`src/rtl/page_table_responder_pkg.sv`:
```
// Shared types, PTE layout and helpers for the page-table responder.
// The PTE helpers are also used by the TLB side.
package page_table_responder_pkg;

  localparam int VPN_W_DEF = 6;
  localparam int PPN_W_DEF = 2;

  localparam int PTE_V = 31;
  localparam int PTE_D = 30;
  localparam int PTE_R = 29;

  typedef enum logic [2:0] {
    IDLE,
    WB,
    LOOKUP,
    EVICT,
    FILL,
    RESP
  } state_t;

  function automatic logic [31:0] pte_make(
    input logic        v,
    input logic        d,
    input logic        r,
    input logic [15:0] ppn
  );
    logic [31:0] p;
    p        = '0;
    p[15:0]  = ppn;
    p[PTE_V] = v;
    p[PTE_D] = d;
    p[PTE_R] = r;
    return p;
  endfunction

  function automatic logic pte_valid(input logic [31:0] p);
    return p[PTE_V];
  endfunction

  function automatic logic pte_dirty(input logic [31:0] p);
    return p[PTE_D];
  endfunction

  function automatic logic pte_ref(input logic [31:0] p);
    return p[PTE_R];
  endfunction

  function automatic logic [15:0] pte_ppn(input logic [31:0] p);
    return p[15:0];
  endfunction

endpackage

```
`src/rtl/page_table_responder_frame_allocator.sv`:
```
// Frame owner table plus clock hand; the hand frame is the next victim.
// claim records the new owner of the hand frame, advance steps the hand.
module page_table_responder_frame_allocator
  import page_table_responder_pkg::*;
#(
  parameter int VPN_W = VPN_W_DEF,
  parameter int PPN_W = PPN_W_DEF
) (
  input  logic             clk,
  input  logic             reset,
  input  logic             claim,
  input  logic [VPN_W-1:0] claim_vpn,
  input  logic             advance,
  output logic [PPN_W-1:0] victim,
  output logic             owner_valid,
  output logic [VPN_W-1:0] owner_vpn
);

  localparam int NF = 1 << PPN_W;

  logic [NF-1:0]    own_v;
  logic [VPN_W-1:0] own_vpn [NF];
  logic [PPN_W-1:0] hand;

  always_ff @(posedge clk) begin
    if (reset) begin
      hand  <= '0;
      own_v <= '0;
      for (int i = 0; i < NF; i++)
        own_vpn[i] <= '0;
    end else begin
      if (claim) begin
        own_v[hand]   <= 1'b1;
        own_vpn[hand] <= claim_vpn;
      end
      if (advance)
        hand <= hand + 1'b1;
    end
  end

  assign victim      = hand;
  assign owner_valid = own_v[hand];
  assign owner_vpn   = own_vpn[hand];

endmodule

```
`src/rtl/page_table_responder.sv`:
```
// Page-table responder: serves TLB refills, merges writebacks,
// and fills faults by clock-hand frame replacement.
module page_table_responder
  import page_table_responder_pkg::*;
#(
  parameter int VPN_W   = VPN_W_DEF,
  parameter int PPN_W   = PPN_W_DEF,
  parameter int MEM_LAT = 2
) (
  input  logic             clk,
  input  logic             reset,
  input  logic             req_valid,
  input  logic [VPN_W-1:0] req_vpn,
  output logic             req_ready,
  input  logic             wb_valid,
  input  logic [VPN_W-1:0] wb_vpn,
  input  logic [1:0]       wb_dirty_ref,
  output logic             rsp_valid,
  output logic [31:0]      rsp_pte,
  output logic             rsp_fault,
  output logic             evict_valid,
  output logic [VPN_W-1:0] evict_vpn,
  output logic             evict_dirty
);

  localparam int NP    = 1 << VPN_W;
  localparam int CNT_W = $clog2(MEM_LAT + 1);

  state_t state, nxt;

  logic [31:0]      pte [NP];
  logic [VPN_W-1:0] vpn_q;
  logic [VPN_W-1:0] wb_vpn_q;
  logic [1:0]       wb_dr_q;
  logic [CNT_W-1:0] cnt;

  logic             claim;
  logic             advance;
  logic [PPN_W-1:0] victim;
  logic             owner_valid;
  logic [VPN_W-1:0] owner_vpn;

  logic [31:0] pte_cur;
  logic        hit;
  logic        last;

  assign pte_cur   = pte[vpn_q];
  assign hit       = pte_valid(pte_cur);
  assign last      = (cnt == CNT_W'(MEM_LAT - 1));
  assign req_ready = (state == IDLE);

  page_table_responder_frame_allocator #(
    .VPN_W(VPN_W),
    .PPN_W(PPN_W)
  ) u_alloc (
    .clk        (clk),
    .reset      (reset),
    .claim      (claim),
    .claim_vpn  (vpn_q),
    .advance    (advance),
    .victim     (victim),
    .owner_valid(owner_valid),
    .owner_vpn  (owner_vpn)
  );

  always_ff @(posedge clk) begin
    if (reset)
      state <= IDLE;
    else
      state <= nxt;
  end

  always_comb begin
    nxt     = state;
    claim   = 1'b0;
    advance = 1'b0;
    unique case (state)
      IDLE: begin
        if (wb_valid)
          nxt = WB;
        else if (req_valid)
          nxt = LOOKUP;
      end
      WB:     nxt = IDLE;
      LOOKUP: begin
        if (last)
          nxt = hit ? RESP : EVICT;
      end
      EVICT:  nxt = FILL;
      FILL: begin
        nxt     = RESP;
        claim   = 1'b1;
        advance = 1'b1;
      end
      RESP:   nxt = IDLE;
      default: nxt = IDLE;
    endcase
  end

  always_ff @(posedge clk) begin
    if (reset) begin
      for (int i = 0; i < NP; i++)
        pte[i] <= '0;
      vpn_q       <= '0;
      wb_vpn_q    <= '0;
      wb_dr_q     <= '0;
      cnt         <= '0;
      rsp_valid   <= 1'b0;
      rsp_pte     <= '0;
      rsp_fault   <= 1'b0;
      evict_valid <= 1'b0;
      evict_vpn   <= '0;
      evict_dirty <= 1'b0;
    end else begin
      rsp_valid   <= 1'b0;
      rsp_fault   <= 1'b0;
      evict_valid <= 1'b0;
      evict_dirty <= 1'b0;
      unique case (state)
        IDLE: begin
          if (wb_valid) begin
            wb_vpn_q <= wb_vpn;
            wb_dr_q  <= wb_dirty_ref;
          end else if (req_valid) begin
            vpn_q <= req_vpn;
            cnt   <= '0;
          end
        end
        WB: begin
          // OR-merge only; a writeback never clears status bits
          if (pte_valid(pte[wb_vpn_q])) begin
            pte[wb_vpn_q][PTE_D] <= pte[wb_vpn_q][PTE_D] | wb_dr_q[1];
            pte[wb_vpn_q][PTE_R] <= pte[wb_vpn_q][PTE_R] | wb_dr_q[0];
          end
        end
        LOOKUP: begin
          cnt <= cnt + 1'b1;
          if (last) begin
            if (hit) begin
              rsp_valid <= 1'b1;
              rsp_pte   <= pte_cur;
            end else if (owner_valid) begin
              // pulse lands in the EVICT cycle
              evict_valid <= 1'b1;
              evict_vpn   <= owner_vpn;
              evict_dirty <= pte_dirty(pte[owner_vpn]);
            end
          end
        end
        EVICT: begin
          if (owner_valid) begin
            pte[owner_vpn][PTE_V] <= 1'b0;
            pte[owner_vpn][PTE_D] <= 1'b0;
            pte[owner_vpn][PTE_R] <= 1'b0;
          end
        end
        FILL: begin
          pte[vpn_q] <= pte_make(1'b1, 1'b0, 1'b0, 16'(victim));
          rsp_valid  <= 1'b1;
          rsp_fault  <= 1'b1;
          rsp_pte    <= pte_make(1'b1, 1'b0, 1'b0, 16'(victim));
        end
        RESP: ;
        default: ;
      endcase
    end
  end

endmodule

```
`config.mk`:
```
export PLATFORM = sky130hd
export DESIGN_NAME = page_table_responder
export DESIGN_NICKNAME = d
export VERILOG_FILES = /design/src/rtl/page_table_responder_pkg.sv /design/src/rtl/page_table_responder_frame_allocator.sv /design/src/rtl/page_table_responder.sv
export SDC_FILE = /design/constraint.sdc
export NUM_CORES = 1
export LEC_CHECK = 0
export BUFFER_PORTS_ARGS = -buffer_cell sky130_fd_sc_hd__buf_2
export CAP_MARGIN = 20
export CORE_ASPECT_RATIO = 0.9
export CORE_MARGIN = 5
export CORE_UTILIZATION = 45
export DETAILED_ROUTE_END_ITERATION = 6
export PLACE_DENSITY = 0.72
export SLEW_MARGIN = 25
export SYNTH_ARGS = -nofsm -noshare
export SYNTH_HDL_FRONTEND = slang
export SYNTH_SLANG_ARGS = --single-unit
```
`constraint.sdc`:
```
create_clock -name clk -period 3.4 [get_ports clk]
set_input_delay 0.34 -clock clk [delete_from_list [all_inputs] [get_ports clk]]
set_output_delay 0.34 -clock clk [all_outputs]
set_load 0.01 [all_outputs]
```
Word-level counts from Yosys, hierarchy flattened
Memories as Yosys holds them, arrays and structs flattened. A register that Yosys moved wholly into a read port is not among the register bits.
Cells that the tools add are included.
{ "word_totals": {"register_bits": 66, "mem_bits_rw": 344, "n_memories": 2} }
{ "op_classes": {"n_addsub": 2, "magnitude_cmp": 2, "n_eq_ne": 10, "muxes": 52, "bitwise": 8, "n_reduce_logical": 16} }
{ "mem_list": {"columns": ["name", "depth", "word_bits", "rd", "rd_clocked_by_memory_dff", "wr", "line_no", "text"], "rows": [
  ["pte", 64, 5, 3, 3, 64, "page_table_responder.sv:31", "logic [31:0] pte [NP];"],
  ["u_alloc.own_vpn", 4, 6, 1, 1, 4, "page_table_responder_frame_allocator.sv:22", "logic [VPN_W-1:0] own_vpn [NF];"]
]} }
{ "ops": {"columns": ["cell", "n"], "rows": [
  ["$mux W32", 2],
  ["$pmux W32 S2", 1],
  ["$mux W6", 8],
  ["$mux W1", 21],
  ["$reduce_or A5 Y1", 4],
  ["$mux W3", 6],
  ["$mux W5", 3],
  ["$mux W2", 6],
  ["$pmux W3 S4", 1],
  ["$reduce_and A3 Y1", 3],
  ["$ne A2 B2 Y1 const B", 4],
  ["$eq A3 B2 Y1 const B", 2],
  ["$reduce_or A6 Y1", 1],
  ["$not A1 Y1", 5],
  ["$add A2 B1 Y2 const B", 2],
  ["$or A4 B4 Y4", 1],
  ["$pmux W2 S2", 1],
  ["$reduce_and A2 Y1", 2],
  ["$reduce_and A4 Y1", 1],
  ["$reduce_bool A2 Y1", 2],
  ["$reduce_or A4 Y1", 1],
  ["$eq A3 B1 Y1 const B", 1],
  ["$eq A3 B3 Y1 const B", 1],
  ["$logic_not A3 Y1", 1],
  ["other kinds (9)", 10]
]} }

Depth between registers and ports, before layout
Gate-level depths: netlist of run 1.
{ "depth": {"word_depth": 9, "mapped_depth": 11, "mapped_depth_nobuf": 7} }

By module
Synthesis of run 1 repeated with hierarchy kept, for this count alone.
{ "hier_totals": {"cells_unflattened": 1653, "area_unflattened_um2": 21876.0} }
{ "by_module_without_submodules": {"columns": ["module", "instances", "cells_each", "area_each_um2", "seq_area_each_um2"], "rows": [
  ["page_table_responder", 1, 1552, 20483.4, 10530.1],
  ["page_table_responder_frame_allocator", 1, 101, 1392.6, 880.8]
]} }

Least setup slack after synthesis of run 1
No wires, ideal clock.
{ "synth_timing": {"path_kind": "register to register", "from": "reg u_alloc.hand[0] (netlist: u_alloc.victim[0])", "to": "mem pte[5][4] (netlist name), enable pin", "setup_ps": 320, "arrival_ps": 2553, "t_required_ps": 3080, "path_slack_ps": 527, "stages_incl_launch_ff": 10, "synth_period_minus_slack_ps": 2873, "path_cell_list": "dfxtp_1 > mux4_2 > buf_4 > nand2_2 > mux2i_1 > a21o_2 > nand3_2 > buf_2 > clkbuf_1 > o31ai_1"} }
{ "synth_lines": {"columns": ["element", "line_no", "text"], "rows": [
  ["from (decl)", "page_table_responder_frame_allocator.sv:23", "logic [PPN_W-1:0] hand;"],
  ["from (signal assigned)", "page_table_responder_frame_allocator.sv:37", "hand <= hand + 1'b1;"],
  ["to (decl)", "page_table_responder.sv:31", null]
]} }

==> results of run 1 <==
[stage by stage]
step	util [%]	total power, mW	TNS [ns]
floorplan	-	7.80	0
global placement	47.0	8.75	0
detailed placement	47.0	8.80	0
CTS	50.0	13.6	0
global route	50.1	14.1	-0.0278
finish	50.1	13.7	0
[worst max-delay path, stage by stage, from the launching register on]
cell and delay [ns]:
dfxtp_4 0.44, buf_12 0.20, buf_12 0.21, mux4_2 0.55, mux4_2 0.48, mux2_2 0.29
o311ai_2 0.30, buf_4 0.21, or2_2 0.23, nor2_1 0.07
[power by group through the flow]
stage	Clock [mW]	Combinational [mW]	Sequential, mW
after floorplan	0	2.11	5.70
after global placement	0	2.91	5.84
after detailed placement	0	2.95	5.85
after CTS	4.89	2.97	5.75
after global routing	5.09	3.19	5.79
final	4.86	3.04	5.77
[cells in the mapped netlist (3+ instances only)]
| master | n |
|---|---|
| nand3_4 | 4 |
| mux4_2 | 156 |
| a221oi_1 | 3 |
| buf_2 | 70 |
| a2111oi_0 | 6 |
| nand2b_4 | 4 |
| buf_4 | 45 |
| mux2i_1 | 45 |
| a21bo_2 | 3 |
| and2_1 | 20 |
| inv_1 | 9 |
| nor3_1 | 72 |
| ha_1 | 5 |
| or2_1 | 12 |
| buf_6 | 12 |
| edfxtp_1 | 344 |
| clkbuf_1 | 94 |
| mux2_2 | 6 |
| a211oi_1 | 16 |
| nand2b_1 | 4 |
| nand2_1 | 54 |
| o21ai_0 | 92 |
| nor2_1 | 151 |
| o21ai_1 | 31 |
| o31ai_1 | 27 |
| a21oi_1 | 42 |
| nor2b_1 | 18 |
| or2_2 | 71 |
| and3_1 | 6 |
| a22o_1 | 3 |
| nand3_1 | 26 |
| nand3b_1 | 5 |
| dfxtp_1 | 54 |
| a22oi_1 | 4 |
| nor4_1 | 131 |
| a31oi_1 | 7 |
| buf_1 | 14 |
| nor3b_1 | 3 |
[cells by family after synthesis]
| kind of cell | synth area share [%] |
|---|---|
| AOI/OAI and AO/OA | 7.39 |
| muxes | 18.7 |
| adders and majority gates | 0.290 |
| and+or+nand+nor | 14.8 |
| DFF | 52.9 |
| other | 0.0174 |
| buffers and inverters | 5.89 |
[worst max path at each step]
stage,startpoint,end,slack (ns),depth (start not counted)
2_1_floorplan,u_alloc.victim[0],pte[5][4],0.53,9
3_3_place_gp,register,pte[9][3],0.16,9
3_5_place_dp,register,pte[49][2],0.16,9
4_1_cts,register,pte[38][2],0.14,9
5_1_grt,register,pte[13][2],-0.008,9
6_report,register,pte[27][3],0.12,9
[layout by cell type (no fill, tap or decap), types with 41 or more instances in the layout]
cell,netlist,layout
edfxtp_1,344,344
dfxtp_1,54,50
mux4_2,156,156
nand2_1,54,54
buf_4,45,72
a21oi_1,42,41
or2_2,71,70
nor4_1,131,130
o21ai_0,92,92
clkbuf_16,0,45
nor3_1,72,71
nor2_1,151,151
mux2i_1,45,45
[final cells by class]
class | instances | area (sq um)
clock buffers | 56 | 1190
inverters | 11 | 42.5
multi-input cells | 1090 | 9020
repair buffers | 127 | 1150
well taps | 624 | 781
fillers | 3940 | 23800
clock inverters | 19 | 249
flip-flops and latches | 398 | 11400
[flip-flops by register name, indices dropped and copies added, names as in the netlist, 2 cells and up, named ones only]
register         count
pte                320
u_alloc.own_vpn     24
evict_vpn            6
vpn_q                6
wb_vpn_q             6
rsp_pte              5
u_alloc.own_v        4
state                3
cnt                  2
u_alloc.victim       2
wb_dr_q              2
[layer usage]
layer	routed length [microns]	GRT usage (%)	up-vias
li1	-	-	6537
met1	23500	32.7	7746
met4	1820	7.09	0
met2	27400	34.6	1023
met5	0	0	-
met3	7220	4.36	128
[what timing repair did]
action	in CTS	in global routing
setup endpoints to repair	0	13
resized for setup	0	2
hold buffers	0	0
buffers inserted	0	1
==> results list, run 1 <==
- Count of final setup violators: 0
- R2R setup slack: 0.12 ns
* Min-Delay Endpoint: wb_dr_q[1]
* Dominant synthesized flop cell: edfxtp_1
* Worst clock skew: 0.0267 ns
- Router iterations before antenna repair: 6
* Finished Cell Area: 0.0238 sq mm
- WS Path Type: register to register
- Post-DR wirelength/cell: 25.8 microns
- During synthesis, Yosys emitted a total of 0 warnings.
- Final HPWL from detailed placement: 39.7 mm
- Counting instances, the worst hold path has a depth of 3.
- The die covers 0.0524 sq mm.
* Post-placement cell area: 0.0224 sq mm
- Leaving out filler cells and counting taps, the final layout contains 2325.
- Hold Startpoint: wb_dirty_ref[1]
- P_int: 9.62 mW
- After detailed routing, the total wire length is 59.9 mm.
* Clock tree from TritonCTS: built
- Flops & latches, synth: 398
* Power per cell area: 573 mW/mm^2
* Final critical delay including setup and external delays: 3.28 ns
- For the worst setup path, the data arrival time is 3.57 ns.
- Registers are responsible for 42.2% of the overall power.
* DR vias/cell: 6.64
* Setup ws final: 0.121 ns
- Number of buffers created by CTS: 43
- Place WS: 0.162 ns
* Synthesized netlist cell count: 1708
* # port buffers: 33
- Distinct cell type count of the synthesized netlist: 71
- Maximum buffer depth of the clock tree: 3
- Number of violations reported at the end of detailed-routing iteration 0: 2197
- The worst path uses 96.4% of the clock period.
- After floorplanning, the core was sized to cover 0.0476 sq mm.
- For the pin with the worst max-slew slack, the measured transition is 0.856 ns.
- Each instance of the synthesized netlist takes up on average 12.6 sq um.
* Max-slew violations: 0
* Clk slew on worst S/H paths: 0.06 ns
* Number of maximum-capacitance violations: 0
- First-pass GRT wire length: 91.4 mm
- Final count of hold timing violations: 0
- Post-synthesis instance area: 0.0216 sq mm
- The initialized floorplan defines 76 standard-cell rows.
- The endpoint identified for the worst register-to-register timing path is pte[27][3].
- Result of the run: finished clean
- Slew headroom: 41.5%
- H-tree levels: 2
- The largest total area in the synthesized netlist belongs to edfxtp_1.
- I/O pins: 61
- For this design the total switching power over the nets is 4.05 mW.
- Entering global routing, the biggest net connects 196 pins.
* Largest fanout of any net on the critical path: 17
- Proportion of total power due to net switching: 29.6%
- Vertical die dimension: 218 microns
- Clock tree synthesis selected as its root buffer the cell clkbuf_16.
- Standby leakage power: 7.73 nW
* Maximum clock rate: 305 MHz
* Proportion of synthesized chip area in sequential cells: 52.9%
- Worst reg2reg path depth: 9
* Cell count after placement: 2249
- Fraction of synthesized cell area taken by the top area cell type: 47.9%
* Total vias in the final route: 15400
- Counting flops with a built-in enable in the synthesized netlist gives 344.
- Area added between synthesis and finish: 10.5%
* Class of the tightest hold or removal check: primary input to register
- Counting every sink on the clock net gives 398.
* Clock network fraction of total power: 35.5%
- The initial antenna violation count was 0.
- The floorplan step set the die width to 241 microns.
* Remaining global-route overflow: 0
- Most area-consuming cells after synthesis: edfxtp_1 (48%), mux4_2 (16%), dfxtp_1 (5.0%)
- Clock latency reported for the late side of the worst-skew pair: 0.57 ns
- Capturing element type of the critical path: register
- For this run, the post-layout net count is 1694.
- IR drop worst, VDD: 0.000367 V
- Diodes inserted: 0
- The post-route netlist has 27.1% of its cells at a drive strength greater than 1.
- Setup repair after global routing could not meet its margin everywhere.
- For the worst setup path, the data required time is 3.69 ns.
* Via count of the first global-routing pass: 14800
- Hold timing on the final database bottoms out at a slack of 0.0210 ns.
- Async set-or-reset flop fraction in the synthesized netlist: 0%
- Starting Density: 45.3%
* GPL Wtd Cong: 0.905
- Global routing consumed, over all layers together, 22.5% of the routing resources.
- Power share of the combinational group: 22.3%
- Launching element type of the critical path: register
- Antenna viol nets, final: 0
* DRC viols: 0
No activity file was read; power rests on OpenSTA's default activity.
==> run 2, diff against run 1 <==
--- a/config.mk
+++ b/config.mk
@@ -12,6 +12,7 @@
 export CORE_UTILIZATION = 45
 export DETAILED_ROUTE_END_ITERATION = 6
 export PLACE_DENSITY = 0.72
+export SKIP_CTS_REPAIR_TIMING = 1
 export SLEW_MARGIN = 25
 export SYNTH_ARGS = -nofsm -noshare
 export SYNTH_HDL_FRONTEND = slang
==> constraint.sdc (replaced) <==
create_clock -name clk -period 3.4 [get_ports clk]
set_input_delay 0.17 -clock clk [delete_from_list [all_inputs] [get_ports clk]]
set_output_delay 0.17 -clock clk [all_outputs]
set_load 0.01 [all_outputs]
==> run 2 against run 1 <==
Against the previous run:
- clock skew shrank 0.0038 ns
- clock-buffer cell count grew 1
- sequential cell count is the same
- cell area is essentially flat
- global-route usage shrank 0.59 points
- first-iteration DRC count shrank 4.0%
- register-to-register slack lost 0.05 ns
- non-clock buffer count grew 12
- sequential power is essentially flat
- highest routed layer unchanged
- via count shrank 0.21%
- worst setup slack lost 0.051 ns
- fmax shrank 1.5%
==> results list, run 2 (same netlist as run 1, synthesis figures left out) <==
- Excluding fillers, the count of instances in the completed layout stands at 2341.
- Per report_power, the clock group accounts for 34.3% of the total.
- OpenSTA, run right after detailed placement, puts the worst setup slack at 0.105 ns.
* Area added between synthesis and finish: 10.6%
- Worst reg2reg path depth: 7
* Sum of buffers and inverters on the critical path: 0
- Number of maximum-capacitance violations: 0
- Largest registers: pte x320, u_alloc.own_vpn x24
- Nets: 1708
* Cell with the largest stage delay on the worst path: mux4_2
- Die X-Extent: 241 microns
* Clk slew on worst S/H paths: 0.06 ns
- For this configuration, the core starts out at a cell density of 45.3%.
* Count of filler cells inserted in the layout: 3935
* Actual transition at the worst max-transition pin: 0.986 ns
* Cell count after placement: 2244
* Final HPWL from detailed placement: 39.2 mm
- Worst path cell trace: mux4_2 -> mux4_2 -> mux2i_1 -> o32ai_2 -> a41o_4 -> nand3_4 -> o21ai_0
- Along the worst path, the maximum fanout reaches 21.
- Power per cell area: 561 mW/mm^2
- Remaining global-route overflow: 0
* Aggregate routed wire length: 59.1 mm
- Standby leakage power: 7.71 nW
- Post-route clock period utilization: 97.9%
- During placement, the flow inserted port buffers numbering 33.
* Core box area: 0.0476 sq mm
- Post-route setup TNS: 0 ns
* DRC viols: 0
- Unrepaired setup endpoints after global routing: no
- The number of global-route vias before repair came to 14800.
* Die Area: 0.0524 sq mm
* Clock latency reported for the late side of the worst-skew pair: 0.57 ns
- Slew headroom: 34.3%
- I/O pins: 61
- Maximum buffer depth of the clock tree: 3
- The H-tree was split into 2 levels.
* Cell repeated most along the worst path: mux4_2
- Number of violations reported at the end of detailed-routing iteration 0: 2109
- In this run the remaining antenna-violating nets after routing total 0.
- Result of the run: finished clean
- Count of final setup violators: 0
* Maximum clock rate: 300 MHz
- Setup slack closes at 0.0704 ns.
- In this run, CTS created clock tree buffers numbering 44.
- Required time worst endpoint: 3.67 ns
* Net switching power of the design: 4.01 mW
- Counting every sink on the clock net gives 398.
- Max-slew violations: 0
* Post-DR wirelength/cell: 25.2 microns
* Layout cell share with drive strength beyond 1: 26.6%
* Cell at the root of the clock tree: clkbuf_16
- The first global-routing pass estimated 89.3 mm of wire.
- The repair_antennas step left the layout with diodes totalling 0.
* Number of antenna violations at the first check in global routing: 0
- Seq pwr share: 43.0%
- The library cell used most frequently in the layout, excluding fill and tap cells, is edfxtp_1.
- Utilization after layout: 50.1%
- From bottom edge to top edge, the die measures 218 microns.
* Slowest Stage Delay on Critical Path: 0.55 ns
- STA classifies the critical path endpoint as a register.
- Kind of cell adding the most delay to the critical path: multiplexers
- Power share of the combinational group: 22.7%
- The first TritonRoute pass finished after 6 iterations.
- Final critical delay including setup and external delays: 3.33 ns
* Worst clock skew: 0.0229 ns
* Core Rows: 76
- The worst hold path was traced through 3 stages.
* Depth of the critical timing path with buffers and inverters included: 7
- GPL Wtd Cong: 0.874
- WS Path Type: register to register
- Cell internal power was estimated by the tool at 9.38 mW.
* Final count of hold timing violations: 0
- Overall power consumption: 13.4 mW
- Dividing the detail-routed via count by the number of cells gives 6.58.
- Total vias in the final route: 15400
- The worst-case IR drop observed on VDD is 0.000373 V.
* Launching element type of the critical path: register
* Largest net degree at the start of global routing: 196
* Largest register FFs: 320
- TritonCTS built the clock tree.
* Total global-route track usage: 21.9%
- The min-delay analysis places its worst path in the category primary input to register.
- Top register by number of flip-flops: pte
* Most used cells in the layout excluding fill and tap cells: edfxtp_1 (344), mux4_2 (156), nor2_1 (151)
- Of the total power, the share spent switching nets is 30.0%.
- For the worst setup path, the data arrival time is 3.60 ns.
==> run 2: layout make-up <==
type / count / area, sq um / share of cell area (%)
clock buffers: 57 / 1170 / 4.91
clock inverters: 21 / 185 / 0.776
flip-flops and latches: 398 / 11400 / 47.9
well taps: 624 / 781 / 3.27
inverters: 11 / 42.5 / 0.178
multi-input cells: 1091 / 9030 / 37.8
repair buffers: 139 / 1240 / 5.19
==> run 2: power groups by stage <==
stage          registers (mW)  logic (mW)  clock network, mW
4_1_cts                  5.76        2.94               4.61
6_report                 5.76        3.04               4.59
3_3_place_gp             5.84        2.87                  0
5_1_grt                  5.79        3.19               4.83
2_1_floorplan            5.70        2.11                  0
3_5_place_dp             5.86        2.93                  0
==> run 2: through the flow <==
stage	hold WS, ns	cell area [sq um]
after floorplan	0.306	21700
after global placement	0.412	22300
after detailed placement	0.437	22300
after CTS	-0.158	23600
after global routing	0.0471	23900
final	0.0257	23900
==> run 2: final timing paths <==
kind | startpoint | endpoint | slack (ns)
setup / recovery | register | pte[34][3] | 0.07
hold / removal | req_valid | register | 0.03
setup reg to reg | register | pte[34][3] | 0.07
hold reg to reg | rsp_pte[31] | rsp_pte[31] | 0.46
==> run 2: layer usage <==
metal  vias to the layer above  share of wire [%]  wire (microns)  GRT usage [%]
li1                       6550                  -               -              -
met1                      7721                 39           23100           31.8
met2                       994                 46           27400           33.7
met3                       137                 11            6620           4.10
met4                         0                3.3            1930           7.13
met5                         -                  0               0              0
==> run 2: worst min-delay path: stages <==
cell     delay, ns
buf_2         0.16
nand3_1       0.10
a21oi_1       0.10
